## src/rtl/seq_det_sched.sv

```systemverilog
// Round-robin arbiter that time-shares one serial 1011 detector among
// NREQ byte requesters, serialising each granted byte and counting hits.
module seq_det_sched #(
    parameter int NREQ   = 4,
    parameter int BYTE_W = 8,
    parameter int CNT_W  = 4,
    localparam int IDW   = $clog2(NREQ),
    localparam int BCW   = $clog2(BYTE_W)
) (
    input  logic                   clk,
    input  logic                   rst,
    input  logic [NREQ-1:0]        req,
    input  logic [NREQ*BYTE_W-1:0] data,
    output logic [NREQ-1:0]        gnt,
    output logic                   det_din,
    output logic                   det_valid,
    output logic                   det_clr,
    input  logic                   det_hit,
    output logic                   done,
    output logic [IDW-1:0]         done_id,
    output logic [CNT_W-1:0]       hit_cnt,
    output logic                   busy
);

    typedef enum logic [2:0] {
        S_IDLE,
        S_CLR,
        S_SHIFT,
        S_DRAIN,
        S_DONE
    } state_t;

    state_t             r_state;
    state_t             w_state_nxt;
    logic [IDW-1:0]     r_rr_ptr;
    logic [IDW-1:0]     r_cur_id;
    logic [BYTE_W-1:0]  r_sr;
    logic [BCW-1:0]     r_bitcnt;
    logic               r_samp;
    logic [CNT_W-1:0]   r_hit_cnt;

    logic               w_any;
    logic [IDW-1:0]     w_gnt_id;
    logic [NREQ-1:0]    w_gnt;
    logic               w_take;
    logic               w_last_bit;

    // First set request at or after the round-robin pointer, with wrap.
    always_comb begin
        w_any    = 1'b0;
        w_gnt_id = '0;
        w_gnt    = '0;
        if (r_state == S_IDLE) begin
            for (int k = 0; k < NREQ; k++) begin
                if (!w_any && req[(int'(r_rr_ptr) + k) % NREQ]) begin
                    w_any    = 1'b1;
                    w_gnt_id = IDW'((int'(r_rr_ptr) + k) % NREQ);
                end
            end
        end
        if (w_any) begin
            w_gnt[w_gnt_id] = 1'b1;
        end
    end

    assign w_take     = (r_state == S_IDLE) && w_any;
    assign w_last_bit = (r_bitcnt == BCW'(BYTE_W - 1));

    always_ff @(posedge clk or posedge rst) begin
        if (rst) begin
            r_state <= S_IDLE;
        end else begin
            r_state <= w_state_nxt;
        end
    end

    always_comb begin
        w_state_nxt = r_state;
        unique case (r_state)
            S_IDLE:  if (w_any) w_state_nxt = S_CLR;
            S_CLR:   w_state_nxt = S_SHIFT;
            S_SHIFT: if (w_last_bit) w_state_nxt = S_DRAIN;
            S_DRAIN: w_state_nxt = S_DONE;
            S_DONE:  w_state_nxt = S_IDLE;
            default: w_state_nxt = S_IDLE;
        endcase
    end

    always_ff @(posedge clk or posedge rst) begin
        if (rst) begin
            r_rr_ptr  <= '0;
            r_cur_id  <= '0;
            r_sr      <= '0;
            r_bitcnt  <= '0;
            r_samp    <= 1'b0;
            r_hit_cnt <= '0;
        end else begin
            // Detector output lags its input by one cycle.
            r_samp <= (r_state == S_SHIFT);
            if (w_take) begin
                r_sr      <= data[int'(w_gnt_id) * BYTE_W +: BYTE_W];
                r_cur_id  <= w_gnt_id;
                r_rr_ptr  <= IDW'((int'(w_gnt_id) + 1) % NREQ);
                r_hit_cnt <= '0;
            end else if (r_samp && det_hit && (r_hit_cnt != '1)) begin
                r_hit_cnt <= r_hit_cnt + CNT_W'(1);
            end
            if (r_state == S_SHIFT) begin
                r_sr     <= r_sr << 1;
                r_bitcnt <= w_last_bit ? '0 : r_bitcnt + BCW'(1);
            end
        end
    end

    assign gnt       = w_gnt;
    assign det_valid = (r_state == S_SHIFT);
    assign det_din   = (r_state == S_SHIFT) && r_sr[BYTE_W-1];
    assign det_clr   = (r_state == S_CLR);
    assign done      = (r_state == S_DONE);
    assign busy      = (r_state != S_IDLE);
    assign done_id   = r_cur_id;
    assign hit_cnt   = r_hit_cnt;

endmodule

```

## config.mk

```make
export PLATFORM = sky130hd
export DESIGN_NAME = seq_det_sched
export DESIGN_NICKNAME = d
export VERILOG_FILES = /design/src/rtl/seq_det_sched.sv
export SDC_FILE = /design/constraint.sdc
export NUM_CORES = 1
export LEC_CHECK = 0
export CAP_MARGIN = 20
export CORE_MARGIN = 2
export CORE_UTILIZATION = 38
export CTS_CLUSTER_SIZE = 24
export DETAILED_ROUTE_END_ITERATION = 8
export PLACE_DENSITY = 0.79
export SETUP_SLACK_MARGIN = 0.02
export SLEW_MARGIN = 15
export SYNTH_ARGS = -nofsm -noshare
export SYNTH_HDL_FRONTEND = slang
export SYNTH_SLANG_ARGS = --single-unit
```

## constraint.sdc

```tcl
create_clock -name clk -period 3.3 [get_ports clk]
set_clock_uncertainty 0.05 [all_clocks]
set_input_delay 0.99 -clock clk [delete_from_list [all_inputs] [get_ports clk]]
set_output_delay 0.99 -clock clk [all_outputs]
set_load 0.05 [all_outputs]
```

==> metrics.md, run 1 <==
| Metric | Value |
|---|---|
| Antenna Nets Post-Route | 0 |
| Max-slew violations | 0 |
| RSZ-0062 raised after global routing | true |
| F_max | approximately 290 MHz |
| Commonest non-fill, non-tap cell in the layout | clkdlybuf4s50_1 |
| H-tree levels | 1 |
| Synth Area per Inst | roughly 9.4 sq um |
| Critical path cell sequence | buf_6 -> or4_4 -> and2_4 -> nand4_4 -> inv_4 -> ha_4 -> and3_4 -> buf_12 |
| Routed WL | approximately 3.9 mm |
| Die area | roughly 4600 sq um |
| Root buf cell | clkbuf_8 |
| CTS tree | built |
| Setup slack at placement | -0.503 ns |
| CP delay by family, top | simple AND/OR/NAND/NOR gates |
| Min Tclk post-route | between 3 and 4 ns |
| IO Pins | 54 |
| Setup TNS | -0.376 ns |
| Cells after Synth | 165 |
| Worst Max-Slew Pin Slew | about 0.9 ns |
| Iteration-0 DRC Markers | between 70 and 80 |
| Post-synthesis sequential area ratio | 0.370 |
| Crit path from | req[1] |
| Largest net degree at the start of global routing | 24 |
| Number of global-route vias before repair | 1,448 |
| Placement Rows | 23 |
| PD cells | 876 nW/um^2 |
| Hold Startpoint | done_id[0] |
| Synth Register Bits | 23 |
| # nets final | about 280 |
| Worst reg-to-reg setup slack | 1.35 ns |
| Die height | slightly below 70 microns |
| CP max stage delay | approximately 0.52 ns |
| Hold Vio Cnt, Final | 0 |
| Asr flop ratio synth | 1.00 |
| CTS Buf Count | 3 |
| Total global-route track usage | 0.180 |
| Startpoint Class | input pin |
| CP max FO | 4 |
| Layout cells sized above 1 | 0.250 |
| Pre-antenna DRT Iters | 4 |
| Antenna violations before repair | 0 |
| Arrival time worst endpoint | 2.38 ns |
| Post-synth EDFFs | 0 |
| Failing checks | setup timing |
| Net Count, Synth | approximately 210 |
| FILL cells | ~350 |
| Clk sinks | 23 |
| Status | complete, but fails checks |
| Synth Warn # | 0 |
| Antenna diode count | 0 |
| Post-route DRC | 0 |
| Initial Utilization | 0.392 |
| Detailed-route via count | between 1,000 and 1,500 |
| RR Startpoint | r_rr_ptr[0] |
| Clk slew on worst S/H paths | 0.08 ns |
| Leak pwr | 0.00103 uW |
| Routed len/inst | around 14 microns |
| Period utilization | 1.04 |
| Max_cap viols | 0 |
| IO buf count | between 50 and 60 |
| Grt ovf | 0 |
| Synth Flop Type | dfrtp_1 |
| DR vias/cell | around 5.2 |
| Synthesized area | ~1600 sq um |
| Crit end category | output port |
| Die W | a little under 70 microns |
| Relative slew slack | 0.417 |
| Required time of the critical path | 2.26 ns |
| Slowest cell on crit path | or4_4 |
| Worst skew pair latency | 0.27 ns |
| First-pass GRT wire length | about 6.3 mm |
| Crit path buffers/inverters | 3 |
| Cell variety after synth | 39 |
| Dpl hpwl | a little under 3 mm |
| Setup violations, final | 4 |
| Classification of the worst-slack hold path | reg -> reg |
| Final WS setup | -0.120 ns |
| WS Path Type | in -> out |
| GP Congestion | between 0.7 and 0.8 |
| Max Root-Sink Buffers | 2 |
| Hold slack | 0.437 ns |
| Cts hold-fix bufs | 0 |
| Most frequent cells in the layout | clkdlybuf4s50_1 (43), dfrtp_1 (23), buf_4 (19) |
| Core area | around 4000 sq um |
| Layout area overhead | 54.9% |
| Max IR drop VDD | roughly 480 uV |
worst paths after layout:
check | end | cells past startpoint
setup reg to reg | r_sr[1] | 7
min in group asynchronous | hit_cnt[1] | 2
max in group asynchronous | r_sr[6] | 2
setup / recovery | gnt[3] | 8
hold / removal | done_id[0] | 2
hold reg to reg | done_id[0] | 2
report_power, final:
part | total (uW) | leakage, uW | switching (uW) | internal, uW
combinational | 1430 | 0.000725 | 777 | 654
clock | 183 | 0.0000217 | 97.6 | 85.7
sequential | 498 | 0.000278 | 90.6 | 408
total | 2110 | 0.00103 | 965 | 1150
sequential cells by signal, summed over array words and instances, names as in the netlist:
name	count
hit_cnt	4
r_state	3
r_bitcnt	3
r_sr	8
done_id	2
r_samp	1
r_rr_ptr	2
stage by stage:
stage                     utilization  instance area (sq um)  total power (uW)  std cells
after floorplan                     -                   1580              1410        165
after global placement          0.586                   2330              1870        277
after detailed placement        0.586                   2330              1900        277
after CTS                       0.604                   2400              2120        281
after global routing            0.607                   2410              2270        282
final                           0.607                   2410              2110        282
cell families (layout without fill, tap and decap cells):
logic type	Yosys count	in the layout	synth area share
buffers and inverters	16	83	0.0450
adders and majority gates	7	7	0.0563
muxes	18	18	0.129
and+or+nand+nor	55	55	0.207
AOI/OAI and AO/OA	44	44	0.182
xor gates and xnor gates	2	2	0.0113
DFF	23	23	0.370
timing repair:
action | 4_1_cts | 5_1_grt
endpoints found under the setup margin | 4 | 4
gates resized for setup | 24 | 1
pin swaps | 4 | 2
buffers inserted | 0 | 1
Yosys cell counts, types with 3 or more instances:
cell / count / share of area
or3_1: 9 / 0.036
dfrtp_1: 23 / 0.37
nor2_1: 5 / 0.012
clkbuf_1: 6 / 0.014
mux2_1: 7 / 0.051
nand2_1: 12 / 0.029
o221ai_1: 7 / 0.039
nor2b_1: 3 / 0.012
o22ai_1: 8 / 0.032
a21oi_1: 17 / 0.055
nor3_1: 5 / 0.016
inv_1: 5 / 0.012
nand3_1: 4 / 0.013
nor3b_1: 3 / 0.014
ha_1: 7 / 0.056
mux2_2: 9 / 0.065
and3_1: 7 / 0.028
final cells by class:
cell class | instances | area [sq um] | share of cell area
Multi-Input combinational cell | 126 | 970 | 0.402
Timing Repair Buffer | 72 | 726 | 0.301
Sequential cell | 23 | 576 | 0.239
Tap cell | 50 | 62.6 | 0.0259
Clock buffer | 3 | 41.3 | 0.0171
Inverter | 7 | 28.8 | 0.0119
Clock inverter | 1 | 7.51 | 0.00311
worst reg2reg max path, delay by kind of cell (launching register included):
family	cells	cell delay, ns
muxes	1	0.34
AOI/OAI and AO/OA	4	0.70
DFF	1	0.41
buffers and inverters	1	0.19
and+or+nand+nor	1	0.16
layer usage:
metal,global-route usage,up-vias,share of wire
li1,-,746,-
met1,0.216,688,0.43
met2,0.320,34,0.51
met3,0.0395,5,0.051
met4,0.0500,0,0.011
met5,0,-,0
Note: power is estimated with default switching activity, not from simulation.
==> run 2: changes to the inputs <==
- CORE_ASPECT_RATIO: not set -> 0.9
==> run 2 against run 1 <==
  * The flow still finishes with violations (setup timing)
  * Via count increased by 1.7%
  * Power decreased by 0.32%
  * Combinational power about the same
  * Routed wire length decreased by 0.26%
  * Critical path depth unchanged
  * Cell area increased by 0.10%
  * Worst hold slack improved by 0.0029 ns
  * Sequential power decreased by 0.8%
  * Register-to-register slack got worse by 0.12 ns
  * Largest cell class unchanged
==> metrics.md, run 2 (same netlist as run 1, synthesis figures left out) <==
| Metric | Value |
|---|---|
| Period utilization | 1.03 (-0.00674) |
| Max Root-Sink Buffers | 2 (unchanged) |
| WS Path Type | in -> out |
| Worst Max-Slew Pin Slew | 0.852 ns (-0.0220 ns) |
| Worst skew pair latency | 0.27 ns (about the same) |
| Clock Power Share | 0.086 (about the same) |
| Die area | 4620 sq um (about the same) |
| Non-Filler Instances | 280 (-0.71%) |
| Crit path from | req[2] |
| Classification of the worst-slack hold path | reg -> reg |
| Status | complete, but fails checks |
| Post-DP Area | 2310 sq um (-0.75%) |
| CTS Buf Count | 3 (unchanged) |
| R2r worst-path depth | 7 (unchanged) |
| Die W | 71.5 microns (+5.1%) |
| First-pass GRT wire length | 6.58 mm (+4.9%) |
| Die height | 64.7 microns (-4.8%) |
| Required time of the critical path | 2.26 ns (about the same) |
| Hold Vio Cnt, Final | 0 (unchanged) |
| H-tree levels | 1 (unchanged) |
| Routed len/inst | 13.9 microns (+0.46%) |
| Placed cells | 273 (-1.4%) |
| Logic pwr share | 0.679 (+0.002) |
| Dpl hpwl | 2.94 mm (about the same) |
| # nets final | 279 (unchanged) |
| Total global-route track usage | 0.177 (-0.00269) |
| Antenna violations before repair | 0 (unchanged) |
| Setup slack at placement | -0.547 ns (-0.0440 ns) |
| Failing checks | setup timing |
| Largest net degree at the start of global routing | 24 (unchanged) |
| PD cells | 873 nW/um^2 (-0.42%) |
| Initial Utilization | 0.387 (-0.00464) |
| Cell depth of the worst hold path | 2 (unchanged) |
| Clk sinks | 23 (unchanged) |
| Arrival time worst endpoint | 2.36 ns (-0.02 ns) |
| Clk slew on worst S/H paths | 0.09 ns (about the same) |
| Commonest non-fill, non-tap cell in the layout | clkdlybuf4s50_1 |
| Pint | 1140 uW (-0.30%) |
| DR vias/cell | 5.35 (+2.4%) |
| Leak pwr | 0.00103 uW (about the same) |
| Largest register FFs | 8 (unchanged) |
| Max IR drop VDD | 425 uV (-11%) |
| Max_cap viols | 0 (unchanged) |
| Crit end category | output port |
| Hold Startpoint | done_id[0] |
| RR Startpoint | r_state[2] |
| CP max FO | 4 (unchanged) |
| Largest Register | r_sr |
| Startpoint Class | input pin |
| Post-route DRC | 0 (unchanged) |
| Relative slew slack | 0.431 (+0.0147) |
| Layout area overhead | 55.1% |
| F_max | 294 MHz (+0.66%) |
| Sw Ratio | 0.457 (about the same) |
| Number of global-route vias before repair | 1,414 (-2.3%) |
| Detailed-route via count | 1,498 (+1.7%) |
| Placement Rows | 22 (-4.3%) |
| Antenna Nets Post-Route | 0 (unchanged) |
| Iteration-0 DRC Markers | 71 (-9.0%) |
| RSZ-0062 raised after global routing | true |
| Antenna diode count | 0 (unchanged) |
| Setup violations, final | 4 (unchanged) |
| Sw Pwr | 962 uW (-0.33%) |
| GP Congestion | 0.800 (+2.8%) |
| Worst reg-to-reg setup slack | 1.23 ns (-0.12 ns) |
| Layout cells sized above 1 | 0.254 (+0.00431) |
| Max-slew violations | 0 (unchanged) |
| Root buf cell | clkbuf_8 |
| Final Cell Area | 2410 sq um (+0.10%) |
| Final WS setup | -0.0981 ns (+0.0223 ns) |
| IO buf count | 53 (unchanged) |
| Routed WL | 3.90 mm (-0.26%) |
| CTS tree | built |
| Sequential share of power | 0.235 (about the same) |
| Most frequent cells in the layout | clkdlybuf4s50_1 (43), dfrtp_1 (23), buf_4 (19) |
| Pre-antenna DRT Iters | 4 (unchanged) |
| Grt ovf | 0 (unchanged) |
| IO Pins | 54 (unchanged) |
| Setup TNS | -0.364 ns (+0.0125 ns) |
| Min Tclk post-route | 3.40 ns (-0.0223 ns) |
| Core area | 4020 sq um (+1.2%) |
-- run 2: cell count changes in the layout (fill, tap and decap cells not counted) --
cell / previous run / this run
nor3_1: 5 / 4
nor3_2: 1 / 2
o21ai_0: 2 / 1
o21ai_1: 1 / 2
-- run 2: power by group through the flow --
stage          Combinational [uW]  Clock (uW)  Sequential, uW
3_3_place_gp                 1360           0             491
2_1_floorplan                 855           0             553
3_5_place_dp                 1390           0             499
6_report                     1430         182             494
4_1_cts                      1430         185             494
5_1_grt                      1550         199             508
-- run 2: layer usage --
metal  vias to the layer above  GRT usage  routed length, microns
met4                         0     0.0425                      37
met3                         4     0.0295                     201
met5                         -          0                       0
met1                       703      0.244                    1770
met2                        48      0.289                    1890
li1                        743          -                       -
-- run 2: what timing repair did --
item,4_1_cts,5_1_grt
resized for setup,23,4
pin swaps,2,1
setup endpoints to repair,4,4
hold buffers,0,0
buffers inserted,2,1
-- run 2: worst paths after layout --
kind | to
worst min-delay path | done_id[0]
max in group asynchronous | done_id[1]
min in group asynchronous | hit_cnt[2]
worst min register to register | done_id[0]
worst max-delay path | gnt[1]
worst max register to register | r_sr[0]
-- run 2: critical path: stages --
cell and delay [ns]:
buf_6 0.10, or4_4 0.53, and2_4 0.17, nand4_4 0.09, inv_4 0.06, ha_4 0.14, and3_4 0.14, buf_12 0.14
-- run 2: through the flow --
stage | total power, uW | utilization | hold slack (ns)
final | 2110 | 0.601 | 0.440
after global routing | 2260 | 0.601 | 0.479
after CTS | 2100 | 0.595 | 0.439
after detailed placement | 1890 | 0.574 | 0.420
after global placement | 1850 | 0.574 | 0.414
after floorplan | 1410 | - | 0.430
-- run 2: cell type report --
class | instances | area [sq um]
Inverter | 7 | 28.8
Multi-Input combinational cell | 126 | 975
Timing Repair Buffer | 72 | 726
Tap cell | 48 | 60.1
Fill cell | 356 | 1610
Clock buffer | 3 | 41.3
Clock inverter | 1 | 7.51
Sequential cell | 23 | 576
==> run 3: changes to the inputs <==
- ABC_AREA: not set -> 1
- CTS_CLUSTER_SIZE: 24 -> 28
- PLACE_DENSITY: 0.79 -> 0.76
==> run 3 against run 2 <==
  * The run still ends with setup timing left
  * Via count up 32%
  * Maximum frequency down 1.3%
  * Clock power down 5%
  * Power up 40%
  * Utilization up 0.36 points
  * Non-clock buffer count up 1
==> metrics.md, run 3 <==
| Metric | Value |
|---|---|
| Cts hold-fix bufs | 0 (unchanged) |
| Post-synthesis sequential area ratio | 0.313 (-0.0571) |
| Max-slew violations | 0 (unchanged) |
| Antenna Nets Post-Route | 0 (unchanged) |
| Post-synth top cells | nand2_1 (90), inv_1 (50), nand3_1 (47), nor2_1 (30), dfrtp_1 (23) |
| PD cells | 1030 nW/um^2 (+18%) |
| DR vias/cell | 4.69 (-12%) |
| F_max | 291 MHz (-1.3%) |
| Hold Startpoint | r_bitcnt[0] |
| H-tree levels | 1 (unchanged) |
| Synth Area per Inst | 6.39 sq um (-32%) |
| Classification of the worst-slack hold path | reg -> reg |
| Placement Rows | 24 (+9.1%) |
| Clk slew on worst S/H paths | 0.08 ns (about the same) |
| CP max FO | 4 (unchanged) |
| FF-to-FF End | r_sr[2] |
| Setup slack at placement | -0.611 ns (-0.0645 ns) |
| Synth Register Bits | 23 (unchanged) |
| Area contributors post-synth | dfrtp_1 (31%), nand2_1 (18%), nand3_1 (13%) |
| Setup violations, final | 4 (unchanged) |
| Die area | 5420 sq um (+17%) |
| Max Root-Sink Buffers | 2 (unchanged) |
| GRT met3 Usage | 0.0452 (+0.0157) |
| Top Usage Layer GRT | met2 |
| Cells after Synth | 288 (+75%) |
| Routed WL | 4.75 mm (+22%) |
| Grt ovf | 0 (unchanged) |
| Complex-gate fraction of the synthesized area | 0.0258 (-0.156) |
| Root buf cell | clkbuf_8 |
| Antenna diode count | 0 (unchanged) |
| Routed len/inst | 11.3 microns (-19%) |
| RR Startpoint | r_rr_ptr[0] |
| RSZ-0062 raised after global routing | true |
| Arrival time worst endpoint | 2.40 ns (+0.04 ns) |
| Failing checks | setup timing |
| CTS tree | built |
| Final Cell Area | 2870 sq um (+19%) |
| Mux share of post-synthesis cell area | 0 (-0.129) |
| Initial Utilization | 0.388 (+0.000624) |
| Post-Synth XOR/XNOR Area | 0.00952 (-0.00174) |
| Synth Warn # | 0 (unchanged) |
| Biggest area consumer among synthesized cells | dfrtp_1 |
| Worst skew pair latency | 0.26 ns (about the same) |
| Synth Flop Type | dfrtp_1 |
| IO Pins | 54 (unchanged) |
| Status | complete, but fails checks |
| Net Count, Synth | 334 (+58%) |
| Antenna violations before repair | 0 (unchanged) |
| Die height | 70.0 microns (+8.2%) |
| R2r worst-path depth | 16 (+9) |
| Post-synth EDFFs | 0 (unchanged) |
| Pre-antenna DRT Iters | 4 (unchanged) |
| Setup TNS | -0.440 ns (-0.0763 ns) |
| Number of global-route vias before repair | 1,970 (+39%) |
| Largest net degree at the start of global routing | 24 (unchanged) |
| Core area | 4740 sq um (+18%) |
| Iteration-0 DRC Markers | 100 (+41%) |
| CTS Buf Count | 3 (unchanged) |
| Cell depth of the worst hold path | 1 (-1) |
| Crit end category | output port |
| Most frequent cells in the layout | nand2_1 (74), clkdlybuf4s50_1 (44), nand3_1 (41) |
| Min Tclk post-route | 3.44 ns (+0.0442 ns) |
| Hold Vio Cnt, Final | 0 (unchanged) |
| Met1 usage | 0.223 (-0.0211) |
| Area share of and/or/nand/nor cells after synthesis | 0.455 (+0.247) |
| Layout cells sized above 1 | 0.261 (+0.00619) |
| Post-route DRC | 0 (unchanged) |
| Max IR drop VDD | 402 uV (-5.3%) |
| Required time of the critical path | 2.26 ns (about the same) |
| First-pass GRT wire length | 8.18 mm (+24%) |
| Adder-Cell Fraction of Synth Area | 0.0476 (-0.00868) |
| Largest family of logic cells by synthesized area | simple AND/OR/NAND/NOR gates |
| Die W | 77.4 microns (+8.3%) |
| Max_cap viols | 0 (unchanged) |
| Final WS setup | -0.142 ns (-0.0442 ns) |
| Detailed-route via count | 1,980 (+32%) |
| Asr flop ratio synth | 1.00 (unchanged) |
| IO buf count | 53 (unchanged) |
| Commonest non-fill, non-tap cell in the layout | nand2_1 |
| Hold worst-path end | r_bitcnt[0] |
| Cell variety after synth | 25 (-36%) |
| Largest Register | r_sr |
| Worst reg-to-reg setup slack | 0.95 ns (-0.28 ns) |
| Synthesized area | 1840 sq um (+18%) |
| Most used standard cell by instance count after synthesis | nand2_1 |
| Met2 GRT Util | 0.329 (+0.0392) |
| Total global-route track usage | 0.183 (+0.00645) |
| Relative slew slack | 0.423 (-0.00836) |
| Worst Max-Slew Pin Slew | 0.865 ns (+0.0125 ns) |
| Dpl hpwl | 3.51 mm (+19%) |
| # nets final | 404 (+45%) |
| Post-DP Area | 2650 sq um (+15%) |
| Top cell type's share of synthesized area | 0.313 (-0.0571) |
| Period utilization | 1.04 (+0.0134) |
| Leak pwr | 0.00151 uW (+47%) |
| Layout area overhead | 55.7% |
| Clk sinks | 23 (unchanged) |
| WS Path Type | in -> out |
| Startpoint Class | input pin |
| Largest register FFs | 8 (unchanged) |
| GP Congestion | 0.876 (+9.4%) |
| Util after Layout | 0.604 (+0.00361) |
[run 3: cell families (layout without fill, tap and decap cells)]
kind of cell,Yosys count,in the layout
XOR/XNOR,2,2
adder cells (fa/ha/maj),7,7
AND/OR/NAND/NOR,184,184
buffers and inverters,63,132
AO/OA/AOI/OAI,9,9
flip-flops,23,23
[run 3: worst max-delay path, stage by stage]
cell     delay, ns
buf_8         0.10
nand2_2       0.07
nand2_2       0.06
nand2_2       0.08
nand2_2       0.06
nor2_4        0.19
nand3_2       0.12
nand3_2       0.11
nand2_4       0.07
inv_4         0.08
ha_2          0.18
inv_2         0.05
nor2_4        0.09
buf_12        0.14
[run 3: power by group]
part | switching, uW | total (uW) | internal [uW]
Sequential | 120 | 530 | 411
Clock | 89.2 | 173 | 84.2
Combinational | 1360 | 2240 | 877
[run 3: timing repair]
action | CTS | global route
endpoints found under the setup margin | 4 | 4
buffers inserted | 3 | 2
gates cloned | 0 | 0
resized for setup | 47 | 13
pin swaps | 16 | 13
[run 3: how the worst max path moves through the flow]
stage | start | endpoint | slack, ns | depth (start not counted)
3_3_place_gp | req[0] | gnt[1] | -0.52 | 15
2_1_floorplan | req[1] | gnt[0] | -0.08 | 13
3_5_place_dp | req[0] | gnt[1] | -0.61 | 14
6_report | req[2] | gnt[3] | -0.14 | 14
4_1_cts | req[3] | gnt[2] | -0.09 | 15
5_1_grt | req[2] | gnt[3] | -0.20 | 14
[run 3: cell type report]
class,count,area (sq um)
multi-input cells,202,1160
well taps,65,81.3
flip-flops and latches,23,577
clock inverters,1,5.00
inverters,55,234
clock buffers,3,41.3
repair buffers,73,763
fillers,447,1880
[run 3: per-stage QoR]
stage	std cells	hold WS, ns	power (uW)
floorplan	288	0.396	1940
global placement	413	0.409	2500
detailed placement	413	0.415	2540
CTS	420	0.429	2840
global route	422	0.437	3180
finish	422	0.434	2940
[run 3: layer usage]
metal  wire length (microns)  vias to the layer above  share of wire
li1                        -                     1015              -
met4                      57                        0          0.012
met5                       0                        -              0
met3                     280                        6          0.059
met1                    2040                      901           0.43
met2                    2380                       58           0.50
